### src/rtl/lsu_pkg.sv
// Shared types and constants for the load/store unit: access sizes, FSM states
// and the supported datapath width.
package lsu_pkg;

  localparam int LSU_XLEN = 32;
  localparam int LSU_STRB = LSU_XLEN / 8;

  typedef enum logic [1:0] {
    SZ_B = 2'd0,
    SZ_H = 2'd1,
    SZ_W = 2'd2,
    SZ_X = 2'd3
  } size_e;

  typedef enum logic [1:0] {
    IDLE   = 2'd0,
    ACCESS = 2'd1,
    WAIT   = 2'd2,
    RESP   = 2'd3
  } state_e;

  function automatic bit xlen_supported(input int xlen);
    return xlen == LSU_XLEN;
  endfunction

endpackage

### src/rtl/lsu_if.sv
// Request/response channel from execute plus the data-RAM port, bundled so the
// LSU and its environment share one connection.
interface lsu_if #(
  parameter int XLEN = 32
) ();

  logic            req_valid;
  logic            req_ready;
  logic            req_write;
  logic [1:0]      req_size;
  logic            req_unsigned;
  logic [XLEN-1:0] req_addr;
  logic [XLEN-1:0] req_wdata;
  logic [XLEN-1:0] req_pc;

  logic            rsp_valid;
  logic            rsp_ready;
  logic [XLEN-1:0] rsp_rdata;
  logic            rsp_misalign;

  logic              mem_valid;
  logic              mem_write;
  logic              mem_ifetch;
  logic [XLEN-1:0]   mem_pc;
  logic [XLEN-1:0]   mem_addr;
  logic [XLEN/8-1:0] mem_strobe;
  logic [XLEN-1:0]   mem_wdata;
  logic [XLEN-1:0]   mem_rdata;

  modport master (
    output req_valid, req_write, req_size, req_unsigned, req_addr, req_wdata, req_pc,
    output rsp_ready, mem_rdata,
    input  req_ready, rsp_valid, rsp_rdata, rsp_misalign,
    input  mem_valid, mem_write, mem_ifetch, mem_pc, mem_addr, mem_strobe, mem_wdata
  );

  modport slave (
    input  req_valid, req_write, req_size, req_unsigned, req_addr, req_wdata, req_pc,
    input  rsp_ready, mem_rdata,
    output req_ready, rsp_valid, rsp_rdata, rsp_misalign,
    output mem_valid, mem_write, mem_ifetch, mem_pc, mem_addr, mem_strobe, mem_wdata
  );

endinterface

### src/rtl/lsu_align.sv
// Combinational lane logic: alignment check, byte strobes, store-data
// replication and load-data extraction with sign/zero extension.
module lsu_align
  import lsu_pkg::*;
(
  input  size_e                size,
  input  logic [1:0]           addr_lo,
  input  logic                 is_unsigned,
  input  logic [LSU_XLEN-1:0]  wdata,
  input  logic [LSU_XLEN-1:0]  rdata,
  output logic                 misalign,
  output logic [LSU_STRB-1:0]  strobe,
  output logic [LSU_XLEN-1:0]  wdata_rep,
  output logic [LSU_XLEN-1:0]  rdata_ext
);

  logic [LSU_XLEN-1:0] rep_b;
  logic [LSU_XLEN-1:0] rep_h;
  logic [LSU_XLEN-1:0] shifted;

  for (genvar gi = 0; gi < LSU_STRB; gi++) begin : g_lane
    assign rep_b[gi*8 +: 8] = wdata[7:0];
    assign rep_h[gi*8 +: 8] = wdata[(gi%2)*8 +: 8];
  end

  assign shifted = rdata >> {addr_lo, 3'b000};

  always_comb begin
    misalign  = 1'b0;
    strobe    = '0;
    wdata_rep = wdata;
    rdata_ext = shifted;
    case (size)
      SZ_B: begin
        strobe    = 4'b0001 << addr_lo;
        wdata_rep = rep_b;
        rdata_ext = {{24{~is_unsigned & shifted[7]}}, shifted[7:0]};
      end
      SZ_H: begin
        misalign  = addr_lo[0];
        strobe    = 4'b0011 << addr_lo;
        wdata_rep = rep_h;
        rdata_ext = {{16{~is_unsigned & shifted[15]}}, shifted[15:0]};
      end
      SZ_W: begin
        misalign = |addr_lo;
        strobe   = 4'b1111;
      end
      default: misalign = 1'b1;
    endcase
  end

endmodule

### src/rtl/lsu.sv
// Load/store unit: single-outstanding request FSM in front of a RAM with
// one-cycle read latency; all RAM and response outputs are registered.
module lsu
  import lsu_pkg::*;
#(
  parameter int XLEN = 32
) (
  input logic  clk,
  input logic  rst_b,
  lsu_if.slave bus
);

  if (!xlen_supported(XLEN)) begin : g_xlen_check
    $error("lsu: only XLEN=32 is supported");
  end

  state_e            state_q, state_d;
  logic              write_q, write_d;
  size_e             size_q, size_d;
  logic              uns_q, uns_d;
  logic [1:0]        addr_lo_q, addr_lo_d;

  logic              mem_valid_q, mem_valid_d;
  logic              mem_write_q, mem_write_d;
  logic [XLEN-1:0]   mem_addr_q, mem_addr_d;
  logic [XLEN-1:0]   mem_pc_q, mem_pc_d;
  logic [XLEN-1:0]   mem_wdata_q, mem_wdata_d;
  logic [XLEN/8-1:0] mem_strobe_q, mem_strobe_d;

  logic              rsp_valid_q, rsp_valid_d;
  logic              rsp_misalign_q, rsp_misalign_d;
  logic [XLEN-1:0]   rsp_rdata_q, rsp_rdata_d;

  logic              req_ready;
  logic              accept;
  size_e             al_size;
  logic [1:0]        al_addr_lo;
  logic              al_uns;
  logic              al_misalign;
  logic [LSU_STRB-1:0] al_strobe;
  logic [LSU_XLEN-1:0] al_wdata;
  logic [LSU_XLEN-1:0] al_rdata;

  assign req_ready = (state_q == IDLE) || ((state_q == RESP) && bus.rsp_ready);
  assign accept    = bus.req_valid && req_ready;

  // WAIT extracts load data from the latched request; every other state
  // decodes the request currently being offered.
  assign al_size    = (state_q == WAIT) ? size_q    : size_e'(bus.req_size);
  assign al_addr_lo = (state_q == WAIT) ? addr_lo_q : bus.req_addr[1:0];
  assign al_uns     = (state_q == WAIT) ? uns_q     : bus.req_unsigned;

  lsu_align u_align (
    .size        (al_size),
    .addr_lo     (al_addr_lo),
    .is_unsigned (al_uns),
    .wdata       (bus.req_wdata),
    .rdata       (bus.mem_rdata),
    .misalign    (al_misalign),
    .strobe      (al_strobe),
    .wdata_rep   (al_wdata),
    .rdata_ext   (al_rdata)
  );

  always_ff @(posedge clk or negedge rst_b) begin
    if (!rst_b) begin
      state_q        <= IDLE;
      write_q        <= 1'b0;
      size_q         <= SZ_B;
      uns_q          <= 1'b0;
      addr_lo_q      <= 2'b00;
      mem_valid_q    <= 1'b0;
      mem_write_q    <= 1'b0;
      mem_addr_q     <= '0;
      mem_pc_q       <= '0;
      mem_wdata_q    <= '0;
      mem_strobe_q   <= '0;
      rsp_valid_q    <= 1'b0;
      rsp_misalign_q <= 1'b0;
      rsp_rdata_q    <= '0;
    end else begin
      state_q        <= state_d;
      write_q        <= write_d;
      size_q         <= size_d;
      uns_q          <= uns_d;
      addr_lo_q      <= addr_lo_d;
      mem_valid_q    <= mem_valid_d;
      mem_write_q    <= mem_write_d;
      mem_addr_q     <= mem_addr_d;
      mem_pc_q       <= mem_pc_d;
      mem_wdata_q    <= mem_wdata_d;
      mem_strobe_q   <= mem_strobe_d;
      rsp_valid_q    <= rsp_valid_d;
      rsp_misalign_q <= rsp_misalign_d;
      rsp_rdata_q    <= rsp_rdata_d;
    end
  end

  always_comb begin
    state_d = state_q;
    case (state_q)
      IDLE:   if (accept) state_d = al_misalign ? RESP : ACCESS;
      ACCESS: state_d = write_q ? RESP : WAIT;
      WAIT:   state_d = RESP;
      RESP: begin
        if (bus.rsp_ready) begin
          if (accept) state_d = al_misalign ? RESP : ACCESS;
          else        state_d = IDLE;
        end
      end
      default: state_d = IDLE;
    endcase
  end

  always_comb begin
    write_d        = write_q;
    size_d         = size_q;
    uns_d          = uns_q;
    addr_lo_d      = addr_lo_q;
    mem_valid_d    = 1'b0;
    mem_write_d    = 1'b0;
    mem_strobe_d   = '0;
    mem_wdata_d    = '0;
    mem_addr_d     = mem_addr_q;
    mem_pc_d       = mem_pc_q;
    rsp_rdata_d    = rsp_rdata_q;
    rsp_misalign_d = rsp_misalign_q;

    // A consumed response clears its payload so stores and faults read back 0.
    if ((state_q == RESP) && bus.rsp_ready) begin
      rsp_rdata_d    = '0;
      rsp_misalign_d = 1'b0;
    end
    if (state_q == WAIT) rsp_rdata_d = al_rdata;

    if (accept) begin
      write_d        = bus.req_write;
      size_d         = al_size;
      uns_d          = bus.req_unsigned;
      addr_lo_d      = bus.req_addr[1:0];
      mem_addr_d     = {bus.req_addr[XLEN-1:2], 2'b00};
      mem_pc_d       = bus.req_pc;
      rsp_misalign_d = al_misalign;
      if (!al_misalign) begin
        mem_valid_d  = 1'b1;
        mem_write_d  = bus.req_write;
        mem_strobe_d = al_strobe;
        mem_wdata_d  = bus.req_write ? al_wdata : '0;
      end
    end

    rsp_valid_d = (state_d == RESP);
  end

  assign bus.req_ready    = req_ready;
  assign bus.rsp_valid    = rsp_valid_q;
  assign bus.rsp_rdata    = rsp_rdata_q;
  assign bus.rsp_misalign = rsp_misalign_q;
  assign bus.mem_valid    = mem_valid_q;
  assign bus.mem_write    = mem_write_q;
  assign bus.mem_ifetch   = 1'b0;
  assign bus.mem_pc       = mem_pc_q;
  assign bus.mem_addr     = mem_addr_q;
  assign bus.mem_strobe   = mem_strobe_q;
  assign bus.mem_wdata    = mem_wdata_q;

endmodule

### src/flat_wrapper.sv
// flat-port wrapper written by rule: the top's interface ports become plain ports
module lsu_flat import lsu_pkg::*;
#(
  parameter int XLEN = 32
)
  (clk, rst_b, bus_req_valid, bus_req_write, bus_req_size, bus_req_unsigned, bus_req_addr, bus_req_wdata, bus_req_pc, bus_rsp_ready, bus_mem_rdata, bus_req_ready, bus_rsp_valid, bus_rsp_rdata, bus_rsp_misalign, bus_mem_valid, bus_mem_write, bus_mem_ifetch, bus_mem_pc, bus_mem_addr, bus_mem_strobe, bus_mem_wdata);
  lsu_if #(.XLEN(XLEN)) bus_i ();
  input logic clk;
  input logic rst_b;
  input wire logic [$bits(bus_i.req_valid)-1:0] bus_req_valid;
  input wire logic [$bits(bus_i.req_write)-1:0] bus_req_write;
  input wire logic [$bits(bus_i.req_size)-1:0] bus_req_size;
  input wire logic [$bits(bus_i.req_unsigned)-1:0] bus_req_unsigned;
  input wire logic [$bits(bus_i.req_addr)-1:0] bus_req_addr;
  input wire logic [$bits(bus_i.req_wdata)-1:0] bus_req_wdata;
  input wire logic [$bits(bus_i.req_pc)-1:0] bus_req_pc;
  input wire logic [$bits(bus_i.rsp_ready)-1:0] bus_rsp_ready;
  input wire logic [$bits(bus_i.mem_rdata)-1:0] bus_mem_rdata;
  output wire logic [$bits(bus_i.req_ready)-1:0] bus_req_ready;
  output wire logic [$bits(bus_i.rsp_valid)-1:0] bus_rsp_valid;
  output wire logic [$bits(bus_i.rsp_rdata)-1:0] bus_rsp_rdata;
  output wire logic [$bits(bus_i.rsp_misalign)-1:0] bus_rsp_misalign;
  output wire logic [$bits(bus_i.mem_valid)-1:0] bus_mem_valid;
  output wire logic [$bits(bus_i.mem_write)-1:0] bus_mem_write;
  output wire logic [$bits(bus_i.mem_ifetch)-1:0] bus_mem_ifetch;
  output wire logic [$bits(bus_i.mem_pc)-1:0] bus_mem_pc;
  output wire logic [$bits(bus_i.mem_addr)-1:0] bus_mem_addr;
  output wire logic [$bits(bus_i.mem_strobe)-1:0] bus_mem_strobe;
  output wire logic [$bits(bus_i.mem_wdata)-1:0] bus_mem_wdata;
  assign bus_i.req_valid = bus_req_valid;
  assign bus_i.req_write = bus_req_write;
  assign bus_i.req_size = bus_req_size;
  assign bus_i.req_unsigned = bus_req_unsigned;
  assign bus_i.req_addr = bus_req_addr;
  assign bus_i.req_wdata = bus_req_wdata;
  assign bus_i.req_pc = bus_req_pc;
  assign bus_i.rsp_ready = bus_rsp_ready;
  assign bus_i.mem_rdata = bus_mem_rdata;
  assign bus_req_ready = bus_i.req_ready;
  assign bus_rsp_valid = bus_i.rsp_valid;
  assign bus_rsp_rdata = bus_i.rsp_rdata;
  assign bus_rsp_misalign = bus_i.rsp_misalign;
  assign bus_mem_valid = bus_i.mem_valid;
  assign bus_mem_write = bus_i.mem_write;
  assign bus_mem_ifetch = bus_i.mem_ifetch;
  assign bus_mem_pc = bus_i.mem_pc;
  assign bus_mem_addr = bus_i.mem_addr;
  assign bus_mem_strobe = bus_i.mem_strobe;
  assign bus_mem_wdata = bus_i.mem_wdata;
  lsu #(.XLEN(XLEN)) u_core (.clk(clk), .rst_b(rst_b), .bus(bus_i));
endmodule
### config.mk
export PLATFORM = sky130hd
export DESIGN_NAME = lsu_flat
export DESIGN_NICKNAME = d
export VERILOG_FILES = /design/src/rtl/lsu_pkg.sv /design/src/rtl/lsu_if.sv /design/src/rtl/lsu_align.sv /design/src/rtl/lsu.sv /design/src/flat_wrapper.sv
export SDC_FILE = /design/constraint.sdc
export NUM_CORES = 1
export LEC_CHECK = 0
export ABC_CLOCK_PERIOD_IN_PS = 2200
export BUFFER_PORTS_ARGS = -buffer_cell sky130_fd_sc_hd__buf_2
export CAP_MARGIN = 20
export CORE_MARGIN = 10
export CORE_UTILIZATION = 43
export DETAILED_ROUTE_END_ITERATION = 6
export GPL_ROUTABILITY_DRIVEN = 1
export GPL_TIMING_DRIVEN = 0
export MAX_ROUTING_LAYER = met4
export PLACE_DENSITY = 0.76
export RECOVER_POWER = 50
export SYNTH_ARGS = -nofsm -noshare
export SYNTH_HDL_FRONTEND = slang
export SYNTH_SLANG_ARGS = --single-unit
### constraint.sdc
create_clock -name clk -period 2.2 [get_ports clk]
set_input_delay 0.22 -clock clk [delete_from_list [all_inputs] [get_ports clk]]
set_output_delay 0.22 -clock clk [all_outputs]
set_load 0.05 [all_outputs]
==> metrics.txt <==
Critical R2R Capture u_core.bus.rsp_rdata[13]; sequential cell area fraction in the yosys report 0.565; Hold Slack around 0.023 ns; die height about 140 um; vias post-DR 5172; initial antenna violation count 1; final number of setup-violating endpoints 0; Num CTS Buffers 17; root buffer cell clkbuf_16; Post-Syn Instances 508; Unique masters post-synth 48; syn avg cell area ~12 sq um; CTS tree built; status complete, no violations; crit start category register; hold crit path type in2reg; PortBufs 270; die width 141 um; setup TNS 0 ns; hold path depth 2; max-slew violation count 0; GRT Residual Overflow 0; max_cap viols 0; WL final just under 20000 um; IO Pins around 270; register-to-register setup slack 0.05 ns; CP arrival 2.51 ns; Area growth syn-to-layout 39.5%; static leakage around 4.6 nW; Pwr per Cell Area ~1700 nW/um^2; FMAX between 400 and 500 MHz; Layout Skew between 0.008 and 0.009 ns; min-delay src bus_req_pc[1]; critical path type reg2reg; antenna viol nets, final 0; Pre-antenna DRT Iters 4; nets@finish ~960; clock tree buffer depth 2; worst r2r path cells 9; largest net degree at the start of global routing 90; Syn Std Cell Area approximately 6300 sq um; clock sinks around 140; share of cells above drive strength 1 0.538; vias in the first global route 5537; row count 44; peak supply drop about 0.87 mV; Tmin final between 2 and 2.5 ns; global-route wire length before repair approximately 30000 um; max_slew headroom 0.0637; drt wl/cell roughly 19 um; post-route DRC violation count 0; clock-pin slew on the worst setup and hold paths ~0.07 ns; Crit Path Max Fanout 10; final RePlAce weighted congestion about 0.86; Final Util 0.608; CP Capture Type register; synth warn 0; FF-to-FF Start u_core.state_q[0]; Critical Path RT 2.56 ns; Tot Pwr between 10 and 15 mW; share of the clock period used by the worst path 0.975; worst slew pin tran 1.40 ns; Total GRT Usage 0.195; detailed placement HPWL around 15000 um; die area between 15000 and 20000 sq um; Hold Violations, Final 0; post-DR vias/cell between 5 and 6; CTS H-tree depth 4; Final WS setup ~0.055 ns; Clk Latency, worst-skew pair about 0.42 ns; DR iter-0 viols about 280; Starting Density 0.436; synthesis-stage register bit count approximately 140; WHS Endpoint u_core.bus.mem_pc[1]; fill count 1212; worst slack, placed -0.197 ns; Core Area between 10000 and 15000 sq um
[logic make-up (layout without fill, tap and decap cells)]
| group | after synthesis | count (layout) | synth area share |
|---|---|---|---|
| XOR/XNOR | 1 | 1 | 0.00139 |
| flip-flops | 142 | 142 | 0.565 |
| AND/OR/NAND/NOR | 113 | 113 | 0.0782 |
| multiplexers | 111 | 111 | 0.199 |
| other | 1 | 5 | 0.000597 |
| buffers and inverters | 38 | 363 | 0.0354 |
| AO/OA/AOI/OAI | 102 | 102 | 0.120 |
[routing by layer]
metal	share of wire	wire length, um	global-route usage
met5	0	0	-
met4	0.017	337	0.0652
met3	0.083	1610	0.0705
met2	0.49	9620	0.315
met1	0.41	7900	0.219
[cells in the mapped netlist, drive strengths merged]
library cell / n / area [sq um]
dfrtp: 142 / 3550
mux2: 75 / 848
nand2: 65 / 244
mux2i: 36 / 402
o21ai: 29 / 175
a21oi: 23 / 126
nor2: 22 / 82.6
buf: 20 / 155
clkbuf: 15 / 56.3
a211oi: 11 / 108
and2: 9 / 56.3
o31ai: 9 / 91.3
a22o: 8 / 70.1
a22oi: 8 / 65.1
o2bb2ai: 7 / 61.3
nand3: 4 / 20.0
a31oi: 3 / 25.0
inv: 3 / 11.3
and3: 2 / 12.5
nand2b: 2 / 12.5
nand4: 2 / 12.5
nor2b: 2 / 20.0
nor4: 2 / 12.5
a21boi: 1 / 7.51
a41oi: 1 / 8.76
conb: 1 / 3.75
nor3: 1 / 5.00
nor3b: 1 / 7.51
o21a: 1 / 7.51
o22a: 1 / 8.76
or2: 1 / 6.26
xnor2: 1 / 8.76
[stage by stage]
step	cell area [sq um]	instances
3_3_place_gp	7880	964
2_1_floorplan	6300	510
6_report	8770	1021
4_1_cts	8620	1007
3_5_place_dp	7910	965
5_1_grt	8770	1020
[state kept, by name, indices dropped and copies added (netlist names), 2 cells and up]
| signal | flops |
|---|---|
| u_core.bus.mem_wdata | 32 |
| u_core.bus.rsp_rdata | 32 |
| u_core.bus.mem_strobe | 4 |
| u_core.addr_lo_q | 2 |
| u_core.bus.mem_pc | 32 |
| u_core.bus.mem_addr | 30 |
| u_core.state_q | 2 |
| u_core.size_q | 2 |
[final cells by class]
cell class	count	area (sq um)	share of cell area
repair buffers	293	1550	0.177
diodes	2	5.00	0.000571
inverters	3	11.3	0.00128
plain buffers	35	236	0.0270
flip-flops and latches	142	3550	0.405
well taps	184	230	0.0263
multi-input cells	330	2570	0.293
clock inverters	14	176	0.0201
clock buffers	18	439	0.0501
[worst max path at each step]
stage                      startpoint                  endpoint  slack (ns)  cells past startpoint
finish              u_core.state_q[0]  u_core.bus.rsp_rdata[13]        0.05                      9
global route        u_core.state_q[1]  u_core.bus.mem_wdata[28]       -0.03                     10
CTS                 u_core.state_q[1]   u_core.bus.rsp_rdata[4]      0.0004                     10
detailed placement  u_core.state_q[0]  u_core.bus.mem_wdata[25]       -0.20                      7
global placement                rst_b  u_core.bus.mem_wdata[16]       -1.14                      1
floorplan           u_core.state_q[1]  u_core.bus.rsp_rdata[29]        0.10                      9
[report_power, final]
part           total, mW  internal (mW)  leakage (nW)  switching (mW)
Sequential          3.96           3.51          1.80           0.456
Combinational       7.57           2.33          2.44            5.24
Clock               3.01           1.83         0.303            1.18
Total               14.5           7.67          4.55            6.87
[critical path, stage by stage, from the launching register on]
cell and delay (ns):
dfrtp_2 0.46, nand2b_1 0.18, buf_6 0.15, mux2i_4 0.19, buf_6 0.15, buf_12 0.15, nor2_1 0.44, o2bb2ai_1 0.18
a22oi_1 0.08, nand2_1 0.10
[repair_timing]
item / CTS / global route
hold buffers: 1 / 0
resized for setup: 5 / 16
setup endpoints to repair: 52 / 92
pin swaps: 2 / 5
setup buffers: 9 / 12
endpoints found under the hold margin: 53 / 0
cloned: 0 / 0
[layout by cell type, fill, tap and decap left out, types with 3 or more instances in the layout]
cell       count
buf_2        276
dfrtp_1      141
mux2_2        72
nand2_1       65
mux2i_1       32
buf_4         23
nor2_1        22
a21oi_1       21
clkbuf_16     17
o21ai_0       16
clkbuf_1      14
o21ai_2        9
and2_1         9
a22o_1         8
buf_6          7
o2bb2ai_1      7
a22oi_1        7
a211oi_1       5
a211oi_2       5
o31ai_1        5
nand3_1        4
mux2i_4        4
o21ai_1        4
inv_6          4
mux2_4         3
o31ai_2        3
conb_1         3
clkinv_2       3
bufinv_16      3
Note: power is estimated with default switching activity, not from simulation.
